<file path="config.mk">
export PLATFORM = sky130hd
export DESIGN_NAME = qpsk_symbol_mod_flat
export DESIGN_NICKNAME = d
export VERILOG_FILES = /design/src/rtl/qpsk_symbol_mod_pkg.sv /design/src/rtl/qpsk_symbol_mod_if.sv /design/src/rtl/qpsk_symbol_mod_mapper.sv /design/src/rtl/qpsk_symbol_mod.sv /design/src/flat_wrapper.sv
export SDC_FILE = /design/constraint.sdc
export NUM_CORES = 1
export LEC_CHECK = 0
export CAP_MARGIN = 20
export CORE_MARGIN = 2
export CORE_UTILIZATION = 33
export DETAILED_ROUTE_END_ITERATION = 10
export GPL_TIMING_DRIVEN = 1
export PLACE_DENSITY = 0.82
export SLEW_MARGIN = 10
export SYNTH_ARGS = -nofsm -noshare
export SYNTH_HDL_FRONTEND = slang
export SYNTH_SLANG_ARGS = --single-unit
</file>
<file path="constraint.sdc">
create_clock -name clk -period 1.44 [get_ports clk]
set_clock_uncertainty 0.05 [all_clocks]
set_input_delay 0.288 -clock clk [delete_from_list [all_inputs] [get_ports clk]]
set_output_delay 0.288 -clock clk [all_outputs]
set_load 0.01 [all_outputs]
</file>
<file path="src/rtl/qpsk_symbol_mod_pkg.sv">
// -----------------------------------------------------------------------------
// qpsk_pkg
//
// Shared constants, types and helper functions for the QPSK symbol modulator.
//
// Contents:
//   SAMPLE_W, AMP, SPS  default output width, amplitude magnitude and
//                       samples per symbol
//   sample_t            signed output sample at the default width
//   quadrant_t          2-bit constellation quadrant / phase index
//   sign_pair_t         per-axis "negative" flags for one constellation point
//   dibit_to_quadrant() Gray-coded dibit to quadrant increment
//   quadrant_signs()    quadrant to (I,Q) sign table
//
// Optional feature macro used by the files that import this package:
//   QPSK_DIFF_EN  differential (DQPSK) encoding
// -----------------------------------------------------------------------------
package qpsk_pkg;

    localparam int SAMPLE_W = 12;
    localparam int AMP      = 1448;  // about 0.707 * 2047
    localparam int SPS      = 4;

    typedef logic signed [SAMPLE_W-1:0] sample_t;
    typedef logic [1:0]                 quadrant_t;

    // A set flag selects -AMP on that axis, a clear flag selects +AMP.
    typedef struct packed {
        logic i_neg;
        logic q_neg;
    } sign_pair_t;

    // Gray-coded phase increment, dibit written as {I,Q}:
    //   00 -> 0, 01 -> 1, 11 -> 2, 10 -> 3
    // This is {I, I^Q}, which walks the Gray sequence in order.
    function automatic quadrant_t dibit_to_quadrant(input logic bit_i, input logic bit_q);
        return {bit_i, bit_i ^ bit_q};
    endfunction

    // Constellation point for each quadrant:
    //   0 -> (+,+), 1 -> (-,+), 2 -> (-,-), 3 -> (+,-)
    function automatic sign_pair_t quadrant_signs(input quadrant_t quad);
        sign_pair_t signs;
        signs.i_neg = quad[1] ^ quad[0];
        signs.q_neg = quad[1];
        return signs;
    endfunction

endpackage : qpsk_pkg

</file>
<file path="src/rtl/qpsk_symbol_mod_if.sv">
// -----------------------------------------------------------------------------
// qpsk_symbol_mod_if
//
// Bundles the two streams of the QPSK modulator: the dibit input handshake
// and the sample output handshake.
//
// Signals:
//   i_I, i_Q            in-phase / quadrature data bits
//   i_valid             input dibit valid
//   o_ready_for_input   modulator can take a dibit this cycle
//   o_valid             output sample valid
//   i_out_ready         downstream ready for a sample
//   o_I, o_Q            signed output samples
//
// Modports:
//   slave   the modulator itself
//   master  the surrounding environment (bit source + DAC-side sink)
// -----------------------------------------------------------------------------
interface qpsk_symbol_mod_if #(
    parameter int SAMPLE_W = qpsk_pkg::SAMPLE_W
);

    logic                       i_I;
    logic                       i_Q;
    logic                       i_valid;
    logic                       o_ready_for_input;

    logic                       o_valid;
    logic                       i_out_ready;
    logic signed [SAMPLE_W-1:0] o_I;
    logic signed [SAMPLE_W-1:0] o_Q;

    modport slave (
        input  i_I,
        input  i_Q,
        input  i_valid,
        input  i_out_ready,
        output o_ready_for_input,
        output o_valid,
        output o_I,
        output o_Q
    );

    modport master (
        output i_I,
        output i_Q,
        output i_valid,
        output i_out_ready,
        input  o_ready_for_input,
        input  o_valid,
        input  o_I,
        input  o_Q
    );

endinterface : qpsk_symbol_mod_if

</file>
<file path="src/rtl/qpsk_symbol_mod_mapper.sv">
// -----------------------------------------------------------------------------
// qpsk_mapper
//
// Purely combinational symbol mapper: one dibit in, one (I,Q) sample pair out.
//
// Default build: direct Gray mapping per axis, bit 0 -> +AMP, bit 1 -> -AMP.
// With QPSK_DIFF_EN defined: the dibit advances the current phase quadrant
// by a Gray increment, and the new quadrant selects the constellation point.
// The advanced quadrant is returned so the caller can register it.
//
// Ports:
//   bit_i_i, bit_q_i        dibit to map
//   phase_i                 current phase quadrant      (QPSK_DIFF_EN only)
//   phase_o                 advanced phase quadrant     (QPSK_DIFF_EN only)
//   sample_i_o, sample_q_o  signed amplitudes
// -----------------------------------------------------------------------------
module qpsk_mapper
    import qpsk_pkg::*;
#(
    parameter int SAMPLE_W = qpsk_pkg::SAMPLE_W,
    parameter int AMP      = qpsk_pkg::AMP
) (
    input  logic                       bit_i_i,
    input  logic                       bit_q_i,
`ifdef QPSK_DIFF_EN
    input  quadrant_t                  phase_i,
    output quadrant_t                  phase_o,
`endif
    output logic signed [SAMPLE_W-1:0] sample_i_o,
    output logic signed [SAMPLE_W-1:0] sample_q_o
);

    localparam logic signed [SAMPLE_W-1:0] POS_AMP = SAMPLE_W'(AMP);
    localparam logic signed [SAMPLE_W-1:0] NEG_AMP = SAMPLE_W'(-AMP);

    sign_pair_t signs;

`ifdef QPSK_DIFF_EN
    // Quadrant arithmetic wraps naturally in 2 bits (mod 4).
    assign phase_o = phase_i + dibit_to_quadrant(bit_i_i, bit_q_i);
    assign signs   = quadrant_signs(phase_o);
`else
    assign signs = '{i_neg: bit_i_i, q_neg: bit_q_i};
`endif

    assign sample_i_o = signs.i_neg ? NEG_AMP : POS_AMP;
    assign sample_q_o = signs.q_neg ? NEG_AMP : POS_AMP;

endmodule : qpsk_mapper

</file>
<file path="src/rtl/qpsk_symbol_mod.sv">
// -----------------------------------------------------------------------------
// qpsk_symbol_mod
//
// Baseband QPSK modulator. Takes one dibit per input handshake, maps it to a
// signed (+/-AMP, +/-AMP) pair and emits it as SPS identical samples
// (rectangular pulse) on a valid/ready output stream. A new symbol can be
// accepted on the same edge as the last sample of the previous one, so a
// continuously fed modulator produces samples with no bubbles.
//
// Parameters:
//   SAMPLE_W  output sample width (signed)
//   AMP       amplitude magnitude, 0 < AMP < 2**(SAMPLE_W-1)
//   SPS       output samples per symbol, >= 1
//
// Ports:
//   clk   system clock, rising edge
//   rst   synchronous, active-high reset
//   bus   qpsk_symbol_mod_if.slave: dibit input and sample output streams
//
// Optional feature macro:
//   QPSK_DIFF_EN  differential (DQPSK) encoding with a 2-bit phase register
// -----------------------------------------------------------------------------
module qpsk_symbol_mod
    import qpsk_pkg::*;
#(
    parameter int SAMPLE_W = qpsk_pkg::SAMPLE_W,
    parameter int AMP      = qpsk_pkg::AMP,
    parameter int SPS      = qpsk_pkg::SPS
) (
    input logic              clk,
    input logic              rst,
    qpsk_symbol_mod_if.slave bus
);

    // A 1-bit counter is kept even for SPS == 1 so the logic has no
    // zero-width vectors; it then simply stays at 0.
    localparam int              CNT_W    = (SPS > 1) ? $clog2(SPS) : 1;
    localparam logic [CNT_W-1:0] CNT_LAST = CNT_W'(SPS - 1);

    // -------------------------------------------------------------------------
    // State
    // -------------------------------------------------------------------------
    logic                       valid_q,  valid_d;
    logic signed [SAMPLE_W-1:0] samp_i_q, samp_i_d;
    logic signed [SAMPLE_W-1:0] samp_q_q, samp_q_d;
    logic [CNT_W-1:0]           cnt_q,    cnt_d;
`ifdef QPSK_DIFF_EN
    quadrant_t                  phase_q,  phase_d;
    quadrant_t                  phase_next;
`endif

    // -------------------------------------------------------------------------
    // Mapper
    // -------------------------------------------------------------------------
    logic signed [SAMPLE_W-1:0] map_i;
    logic signed [SAMPLE_W-1:0] map_q;

    qpsk_mapper #(
        .SAMPLE_W (SAMPLE_W),
        .AMP      (AMP)
    ) u_mapper (
        .bit_i_i    (bus.i_I),
        .bit_q_i    (bus.i_Q),
`ifdef QPSK_DIFF_EN
        .phase_i    (phase_q),
        .phase_o    (phase_next),
`endif
        .sample_i_o (map_i),
        .sample_q_o (map_q)
    );

    // -------------------------------------------------------------------------
    // Handshake
    // -------------------------------------------------------------------------
    logic xfer;       // an output sample transfers at this edge
    logic last_xfer;  // ...and it is the final sample of the symbol
    logic ready;
    logic accept;

    assign xfer      = valid_q && bus.i_out_ready;
    assign last_xfer = xfer && (cnt_q == CNT_LAST);

    // Ready depends only on registered state, rst and i_out_ready, never on
    // i_valid, so there is no combinational loop through the source.
    assign ready  = !rst && (!valid_q || last_xfer);
    assign accept = bus.i_valid && ready;

    // -------------------------------------------------------------------------
    // Next-state logic
    // -------------------------------------------------------------------------
    // NOTE: every _d signal gets its hold value first, so no path through the
    // block leaves it unassigned and no latch is inferred.
    always_comb begin
        valid_d  = valid_q;
        samp_i_d = samp_i_q;
        samp_q_d = samp_q_q;
        cnt_d    = cnt_q;
`ifdef QPSK_DIFF_EN
        phase_d  = phase_q;
`endif

        if (accept) begin
            // New symbol, either from idle or back-to-back on the last sample.
            valid_d  = 1'b1;
            samp_i_d = map_i;
            samp_q_d = map_q;
            cnt_d    = '0;
`ifdef QPSK_DIFF_EN
            phase_d  = phase_next;
`endif
        end else if (last_xfer) begin
            // Symbol finished with nothing queued: return to idle, zero output.
            valid_d  = 1'b0;
            samp_i_d = '0;
            samp_q_d = '0;
            cnt_d    = '0;
        end else if (xfer) begin
            cnt_d    = cnt_q + CNT_W'(1);
        end
        // With o_valid && !i_out_ready nothing changes: outputs and count hold.
    end

    // -------------------------------------------------------------------------
    // Registers
    // -------------------------------------------------------------------------
    // NOTE: state is written with non-blocking assignments so every register
    // samples the pre-edge values, independent of statement order.
    always_ff @(posedge clk) begin
        if (rst) begin
            valid_q  <= 1'b0;
            samp_i_q <= '0;
            samp_q_q <= '0;
            cnt_q    <= '0;
`ifdef QPSK_DIFF_EN
            phase_q  <= '0;
`endif
        end else begin
            valid_q  <= valid_d;
            samp_i_q <= samp_i_d;
            samp_q_q <= samp_q_d;
            cnt_q    <= cnt_d;
`ifdef QPSK_DIFF_EN
            phase_q  <= phase_d;
`endif
        end
    end

    // -------------------------------------------------------------------------
    // Outputs
    // -------------------------------------------------------------------------
    assign bus.o_ready_for_input = ready;
    assign bus.o_valid           = valid_q;
    assign bus.o_I               = samp_i_q;
    assign bus.o_Q               = samp_q_q;

endmodule : qpsk_symbol_mod

</file>
<file path="src/flat_wrapper.sv">
// flat-port wrapper written by rule: the top's interface ports become plain ports
module qpsk_symbol_mod_flat import qpsk_pkg::*;
#(
    parameter int SAMPLE_W = qpsk_pkg::SAMPLE_W,
    parameter int AMP      = qpsk_pkg::AMP,
    parameter int SPS      = qpsk_pkg::SPS
)
  (clk, rst, bus_i_I, bus_i_Q, bus_i_valid, bus_i_out_ready, bus_o_ready_for_input, bus_o_valid, bus_o_I, bus_o_Q);
  qpsk_symbol_mod_if #(.SAMPLE_W(SAMPLE_W)) bus_i ();
  input logic clk;
  input logic rst;
  input wire logic [$bits(bus_i.i_I)-1:0] bus_i_I;
  input wire logic [$bits(bus_i.i_Q)-1:0] bus_i_Q;
  input wire logic [$bits(bus_i.i_valid)-1:0] bus_i_valid;
  input wire logic [$bits(bus_i.i_out_ready)-1:0] bus_i_out_ready;
  output wire logic [$bits(bus_i.o_ready_for_input)-1:0] bus_o_ready_for_input;
  output wire logic [$bits(bus_i.o_valid)-1:0] bus_o_valid;
  output wire logic [$bits(bus_i.o_I)-1:0] bus_o_I;
  output wire logic [$bits(bus_i.o_Q)-1:0] bus_o_Q;
  assign bus_i.i_I = bus_i_I;
  assign bus_i.i_Q = bus_i_Q;
  assign bus_i.i_valid = bus_i_valid;
  assign bus_i.i_out_ready = bus_i_out_ready;
  assign bus_o_ready_for_input = bus_i.o_ready_for_input;
  assign bus_o_valid = bus_i.o_valid;
  assign bus_o_I = bus_i.o_I;
  assign bus_o_Q = bus_i.o_Q;
  qpsk_symbol_mod #(.SAMPLE_W(SAMPLE_W), .AMP(AMP), .SPS(SPS)) u_core (.clk(clk), .rst(rst), .bus(bus_i));
endmodule
</file>
; ---- Word level (Yosys, flattened, before mapping)
; Cells that the tools add are included.
[totals]
regBits = 27
out_inout_bits = 26
[classes]
add_sub_neg = 1
n_eq_ne = 1
muxes = 7
n_reduce_logical = 9
[ops]
columns = cell, n
row1 = 12-bit two-way mux, 5
row2 = 1-bit logical AND, 4
row3 = 3-bit OR reduction, 1
row4 = "2-bit by 1-bit adder with 2-bit output, second input constant", 1
row5 = "2-bit equality test, second input constant", 1
row6 = 1-bit logical NOT, 2
row7 = 1-bit two-way mux, 2
row8 = 2-bit nonzero test, 1
row9 = 1-bit logical OR, 1

; ---- Depth between registers and ports, before layout
; Gate-level depths: netlist of the first run.
[depth]
ltp_word = 6
ltp_mapped = 4
depth_no_buf = 4

; ---- Cells and area by module
; From an unflattened synthesis of the first run, not the netlist that was laid out.
[unflattened]
cells_unflattened = 95
area_unflattened_um2 = 1081.0
[modules_own_cells]
columns = mod, n_inst, cells_each, area_each_um2
row1 = qpsk_symbol_mod, 1, 69, 900.9
row2 = qpsk_mapper, 1, 26, 180.2

; ---- Least setup slack after synthesis of the first run
; No wires, ideal clock.
[synth_timing]
kind = register -> output
start = register u_core.cnt_q[0]
end = output bus_o_ready_for_input
arrival_ns = 0.830
setup_slack_ns = 0.272
stages_incl_launch_ff = 4
cell_sequence = dfxtp_1 ha_1 a21boi_2 nor2_1
[synth_between]
elab_chain_cells = 4
[synth_rtl]
columns = item, line
row1 = start: declaration, qpsk_symbol_mod.sv:46  ; logic [CNT_W-1:0] cnt_q, cnt_d;
row2 = start signal: assignment, qpsk_symbol_mod.sv:141  ; cnt_q <= cnt_d;
row3 = 2-bit equality test, qpsk_symbol_mod.sv:81  ; assign last_xfer = xfer && (cnt_q == CNT_LAST);
row4 = 1-bit logical AND, qpsk_symbol_mod.sv:81
row5 = 1-bit logical OR, qpsk_symbol_mod.sv:85  ; assign ready = !rst && (!valid_q || last_xfer);
row6 = 1-bit logical AND, qpsk_symbol_mod.sv:85
row7 = end: declaration, flat_wrapper.sv:16  ; output wire logic [$bits(bus_i.o_ready_for_input)-1:0] bus_o_ready_for_input;
; Every way passes these cells.

; ---- Worst setup path after layout of the first run
[layout_timing]
start = register u_core.cnt_q[1]
end = output bus_o_ready_for_input
; The elaborated chain is that of the path after synthesis.

==> results of run 1 <==
[registers in the layout (all words and copies together) (netlist names)]
| name | count |
|---|---|
| u_core.bus.o_I | 3 |
| u_core.bus.o_Q | 2 |
| u_core.cnt_q | 2 |
[cells by family after synthesis]
family	after synthesis	synth area share [%]
compound gates	12	16.9
buf+inv	21	33.0
flops	7	30.0
simple gates	15	16.6
fa+ha+maj	1	2.68
other cells	1	0.804
[final cells by class]
| type | count | area [µm²] |
|---|---|---|
| well taps | 15 | 18.8 |
| clock buffers | 4 | 26.3 |
| multi-input cells | 34 | 204 |
| repair buffers | 32 | 274 |
| fillers | 132 | 652 |
| flip-flops and latches | 7 | 143 |
[routing by layer]
| metal | wire length (µm) | share of wire, % | GRT usage (%) |
|---|---|---|---|
| met3 | 57 | 5.7 | 5.22 |
| met1 | 364 | 37 | 10.3 |
| met5 | 0 | 0 | 0 |
| met4 | 19 | 1.9 | 7.74 |
| met2 | 552 | 56 | 21.6 |
[path summary, 6_finish.rpt]
check,end,from
max,bus_o_ready_for_input,u_core.cnt_q[1]$_SDFFE_PP0P_
min reg2reg,u_core.bus.o_Q[9]$_SDFFE_PP0P_,u_core.bus.o_Q[9]$_SDFFE_PP0P_
min,u_core.bus.o_Q[9]$_SDFFE_PP0P_,u_core.bus.o_Q[9]$_SDFFE_PP0P_
max reg2reg,u_core.bus.o_I[9]$_SDFFE_PP0P_,u_core.cnt_q[1]$_SDFFE_PP0P_
[placed cells by master, fill, tap and decap left out]
cell / netlist / final
o21ai_1: 2 / 2
buf_4: 20 / 7
clkbuf_4: 0 / 3
o21ai_0: 2 / 2
buf_2: 0 / 1
nor2_1: 5 / 5
nand4b_1: 1 / 1
dlygate4sd2_1: 0 / 19
clkbuf_1: 0 / 1
ha_4: 0 / 1
nor2b_1: 2 / 2
a21bo_1: 1 / 1
dfxtp_2: 0 / 2
conb_1: 1 / 6
a21oi_1: 4 / 4
nor3b_1: 1 / 1
a21boi_2: 1 / 1
nand3_1: 2 / 2
nand2b_1: 2 / 2
dfxtp_1: 7 / 5
nand2_1: 2 / 2
o32ai_1: 2 / 2
clkdlybuf4s50_1: 0 / 5
[power groups by stage]
stage	Combinational, mW	Clock, mW	Sequential, mW
5_1_grt	0.145	0.192	0.215
3_3_place_gp	0.155	0	0.216
2_1_floorplan	0.0921	0	0.222
3_5_place_dp	0.157	0	0.217
4_1_cts	0.135	0.179	0.212
6_report	0.135	0.170	0.213
[worst min-delay path, delay by kind of cell, from the launching register on]
family / cells / cell delay (ps)
DFF: 1 / 320
AOI/OAI and AO/OA: 2 / 130
[per-stage QoR]
stage,instances,setup TNS [ps],util (%),cell area (µm²),setup slack [ps]
final,92,0,50.5,666,45.6
after global placement,88,-514,49.6,653,-350
after floorplan,62,0,-,485,272
after CTS,92,0,49.6,653,30.9
after detailed placement,88,-737,49.6,653,-368
after global routing,92,-7.77,50.5,666,-7.77
[timing repair]
action / CTS / global route
resized for setup: 24 / 3
setup buffers: 0 / 0
setup endpoints to repair: 20 / 1
pin swaps: 1 / 2
==> metrics list, run 1 <==
- Power after layout: 0.518 mW
* Post-synthesis area per instance: 8.19 µm²
* Full die area: 0.00173 mm²
- Worst skew pair latency: 250 ps
- The pre-antenna-repair detailed-routing pass consisted of 3 iterations.
- Req. time, crit path: 1100 ps
- Proportion of total power due to net switching: 26.8%
* Initial core utilization: 35.4%
* Number of distinct library cells after synthesis: 18
* Layout-stage area growth over the synthesis result: 42.6%
- Area share of the largest cell type after synthesis: 32.2%
- CP delay by family, top: flip-flops
* Crit path cell chain: ha_4 -> a21boi_2 -> nor2_1 -> buf_2
- The max-slew violation count was 0.
- Ratio of total power to cell area: 778 mW/mm²
- TritonCTS created 3 clock buffers.
- Routability-driven placement finished with a final weighted congestion of 0.747.
* Share of synthesized flip-flops with an asynchronous set or reset: 0%
- Die extent in y: 41.6 µm
- Setup slack of the most critical reg-to-reg path: 180 ps
* Final setup viols: 0
* Power spent charging and discharging nets: 0.139 mW
- For this design, the CTS-stage hold fixing added 0 buffers.
- Dividing the final minimum period by the clock period gives 96.8%.
- Fraction of final layout cells sized beyond drive strength 1: 19.5%
* Final worst path period need: 1390 ps
- Bufs on Longest Clock Path: 2
- Setup repair after global routing could not meet its margin everywhere.
* Arrival time reported for the critical path endpoint: 1060 ps
- Number of standard cells after synthesis: 57
* Top cells by count, synth: 20 x buf_4, 7 x dfxtp_1, 5 x nor2_1
* Achievable Freq: 717 MHz
- In this run, synthesis inferred 0 flip-flops with an integrated enable.
- Warnings, synthesis: 0
- Top-count cell post-synth: buf_4
- Width of the die: 41.6 µm
- ANT cells: 0
- Worst vdd rail ir drop: 506 µV
- Number of buffer and inverter stages on the critical path: 1
- Hold is met by 455 ps.
- In this run the cell area of the synthesized design comes to 467 µm².
- Worst-path fanout max: 2
- Measured in cells, the most critical reg-to-reg path has a length of 6.
- The internal portion of the total power is 0.379 mW.
* Estimated wirelength of the detail-placed design: 811 µm
- Wires add up to 994 µm.
* Worst min path class: reg2reg
- Entering global routing, the biggest net connects 10 pins.
- TritonCTS built the clock tree.
* Post-DR vias/cell: 4.46
- For this run the aggregate overflow at the end of global routing stands at 0.
- Run status: complete, no violations
- During I/O placement, the number of pins put on the boundary was 32.
* Core Box Area: 0.00132 mm²
* Clk pwr share: 32.9%
* Detailed-route wire length per cell: 10.8 µm
- The slowest stage of the critical path is the dfxtp_2 cell.
- The critical path is of the reg2out type.
- Row generation in the floorplan step produced 13 rows.
- Clock edge transition at the registers on the reported setup and hold paths: 50 ps
- CP Capture Type: output pin
- For this run, the slowest stage of the critical path takes 330 ps.
* Clock Sink Count: 7
- Final Net Count: 85
- Sorting the synthesized cells by area gives the leading types as buf_4 32%, dfxtp_1 30%, a21oi_1 4.3%.
- Residual DRC count: 0
* Startpoint type of the worst setup path: flip-flop
* First-pass GRT wire length: 1.50 mm
* Sequential area share after synthesis: 30.0%
* Fraction of power consumed by sequential logic: 41.1%
* Clock root cell: clkbuf_4
- Summed over all cells, the static leakage comes to 0.346 nW.
- Across every metal layer, demand over resource in global routing totals 11.9%.
* Number of nets still failing antenna checks after routing: 0
* Detailed Route Iter0 Violations: 2
- After synthesis the netlist holds a flip-flop and latch count of 7.
* CTS H-tree lvls: 1
* Hold Vio Cnt, Final: 0
- The via count of the first global-routing pass is 361.
- Comb pwr share: 26.0%
- Summing over every cut layer, the via total after detailed routing is 410.
- Number of cells on the worst hold path: 2
* # port buffers: 25
* Top_reg_cell synth: dfxtp_1
- The number of antenna violations at the first check in global routing was 0.
* Synth area leader: buf_4
- The critical path crosses 4 cells after its start point.
- Max-cap violations in this run came to 0.
(Power assumes the default switching activity.)
==> run 2: changes to the inputs <==
PLACE_DENSITY = 0.81   (was 0.82)
REMOVE_ABC_BUFFERS = 1   (was not set)
==> metrics list, run 2 (synthesized netlist as in run 1, its figures left out) <==
- The first global-routing pass estimated 1.62 mm of wire.
- Via count: 420
- Bufs on Longest Clock Path: 2
* Final Max Tran Viols: 0
* Core Box Area: 0.00132 mm²
* Detailed-route wire length per cell: 10.1 µm
- Max-Cap Viols: 0
* Worst-path fanout max: 2
* Setup slack after layout: 18.1 ps
- CTS tree: yes
- Detailed Route Iter0 Violations: 5
- Residual DRC count: 0
- Achievable Freq: 703 MHz
* Final setup viols: 0
- During I/O placement, the number of pins put on the boundary was 32.
- Dividing the detail-routed via count by the number of cells gives 4.52.
- Setup repair after global routing could not meet its margin everywhere.
* Ratio of total power to cell area: 785 mW/mm²
- The library cell used most frequently in the layout, excluding fill and tap cells, is dlygate4sd2_1.
* Clock edge transition at the registers on the reported setup and hold paths: 50 ps
- Number of buffers created by CTS: 3
- Hold Vio Cnt, Final: 0
- At the end of the flow the core is filled with cells to 51.1%.
* Leading cell types in the layout, fill and taps excluded: 19 x dlygate4sd2_1, 8 x buf_4, 6 x conb_1
* Number of nets still failing antenna checks after routing: 0
* Final worst path period need: 1420 ps
- STA puts the critical path data arrival time at 1080 ps.
* Worst hold-check slack: 455 ps
- In this run the number of H-tree levels came out at 1.
* Last weighted congestion value of the routability-driven placer: 0.778
- CP Capture Type: output pin
* Crit path kind: reg2out
- Clock Sink Count: 7
- Cell leakage power: 0.351 nW
- Estimated wirelength of the detail-placed design: 719 µm
- The die covers 0.00173 mm².
* Die extent in y: 41.6 µm
* Number of detailed-route iterations in the first pass: 4
- ANT cells: 0
* Initial core utilization: 35.4%
- Req. time, crit path: 1100 ps
* Width of the die: 41.6 µm
- Maximum number of pins on one net before global-route repair: 10
- # port buffers: 25
- Antenna violations before repair: 0
* Peak per-stage delay on the critical path: 330 ps
* Overflow left after global routing: 0
- The largest individual stage delay along the critical path comes from the cell dfxtp_2.
- At the later pin of the worst-skew pair, clock insertion delay measures 250 ps.
- After detailed routing, the total wire length is 940 µm.
- Walking the worst path, the cells encountered are ha_4 -> a21boi_2 -> nor2_1 -> buf_2.
* Power after layout: 0.529 mW
- Global routing used 12.2% of the available tracks across all layers.
- Of the cells placed in the final design, the portion with a size suffix greater than 1 is 20.5%.
* Post-Place Worst Slack: -380 ps
- For this run, the post-layout net count is 86.
- Clock root cell: clkbuf_4
* Startpoint type of the worst setup path: flip-flop
* Placement Rows: 13
* Run status: complete, no violations
- The register with the most flip-flops in the layout has 3 of them.
- Count of fill cells added during filler insertion: 136
- The via count of the first global-routing pass is 366.
- Worst min path class: reg2reg
* Worst vdd rail ir drop: 346 µV
* Final Cycle Share: 98.7%
* Layout-stage area growth over the synthesis result: 44.2%
-- run 2: path summary, 6_finish.rpt --
| path | from | endpoint | slack, ps | cells after the start |
|---|---|---|---|---|
| worst max-delay path | u_core.cnt_q[0]$_SDFFE_PP0P_ | bus_o_ready_for_input | 20 | 4 |
| worst max register to register | u_core.cnt_q[0]$_SDFFE_PP0P_ | u_core.bus.o_I[10]$_SDFFE_PP0P_ | 220 | 6 |
| worst min-delay path | u_core.cnt_q[1]$_SDFFE_PP0P_ | u_core.cnt_q[1]$_SDFFE_PP0P_ | 450 | 2 |
| worst min register to register | u_core.cnt_q[1]$_SDFFE_PP0P_ | u_core.cnt_q[1]$_SDFFE_PP0P_ | 450 | 2 |
-- run 2: critical path: cells and delay by family, from the launching register on --
kind	cells	cell delay, ps
flip-flops	1	330
buffers and inverters	1	130
AND/OR/NAND/NOR	1	50
AO/OA/AOI/OAI	1	150
adder cells (fa/ha/maj)	1	160
-- run 2: where the power goes --
group | internal [mW] | switching, mW | leakage (nW)
Sequential | 0.204 | 0.00863 | 0.0584
Clock | 0.106 | 0.0743 | 0.0150
Combinational | 0.0702 | 0.0652 | 0.278
-- run 2: final cells by class --
| cell class | instances | area, µm² | share of cell area, % |
|---|---|---|---|
| timing repair buffer | 33 | 282 | 41.8 |
| tap | 15 | 18.8 | 2.79 |
| multi-input combinational | 34 | 204 | 30.3 |
| sequential | 7 | 143 | 21.2 |
| clock buffer | 4 | 26.3 | 3.90 |
-- run 2: repair_timing --
item                                   4_1_cts  5_1_grt
hold buffers                                 0        0
pin swaps                                    1        1
gates resized for setup                     24        3
gates cloned                                 0        0
setup buffers                                1        0
endpoints found under the hold margin        0        0
setup endpoints to repair                   20        1
-- run 2: routing by layer --
metal / share of wire (%) / GRT usage, % / vias up
met5: 0 / 0 / -
met4: 1.7 / 7.74 / 0
met3: 11 / 4.35 / 2
met2: 46 / 19.7 / 23
met1: 41 / 13.3 / 186
li1: - / - / 209
-- run 2: through the flow --
| step | TNS, ps | cells | cell area [µm²] |
|---|---|---|---|
| 4_1_cts | 0 | 93 | 661 |
| 2_1_floorplan | 0 | 41 | 332 |
| 5_1_grt | -33.5 | 93 | 673 |
| 3_3_place_gp | -494 | 88 | 653 |
| 6_report | 0 | 93 | 673 |
| 3_5_place_dp | -493 | 88 | 653 |
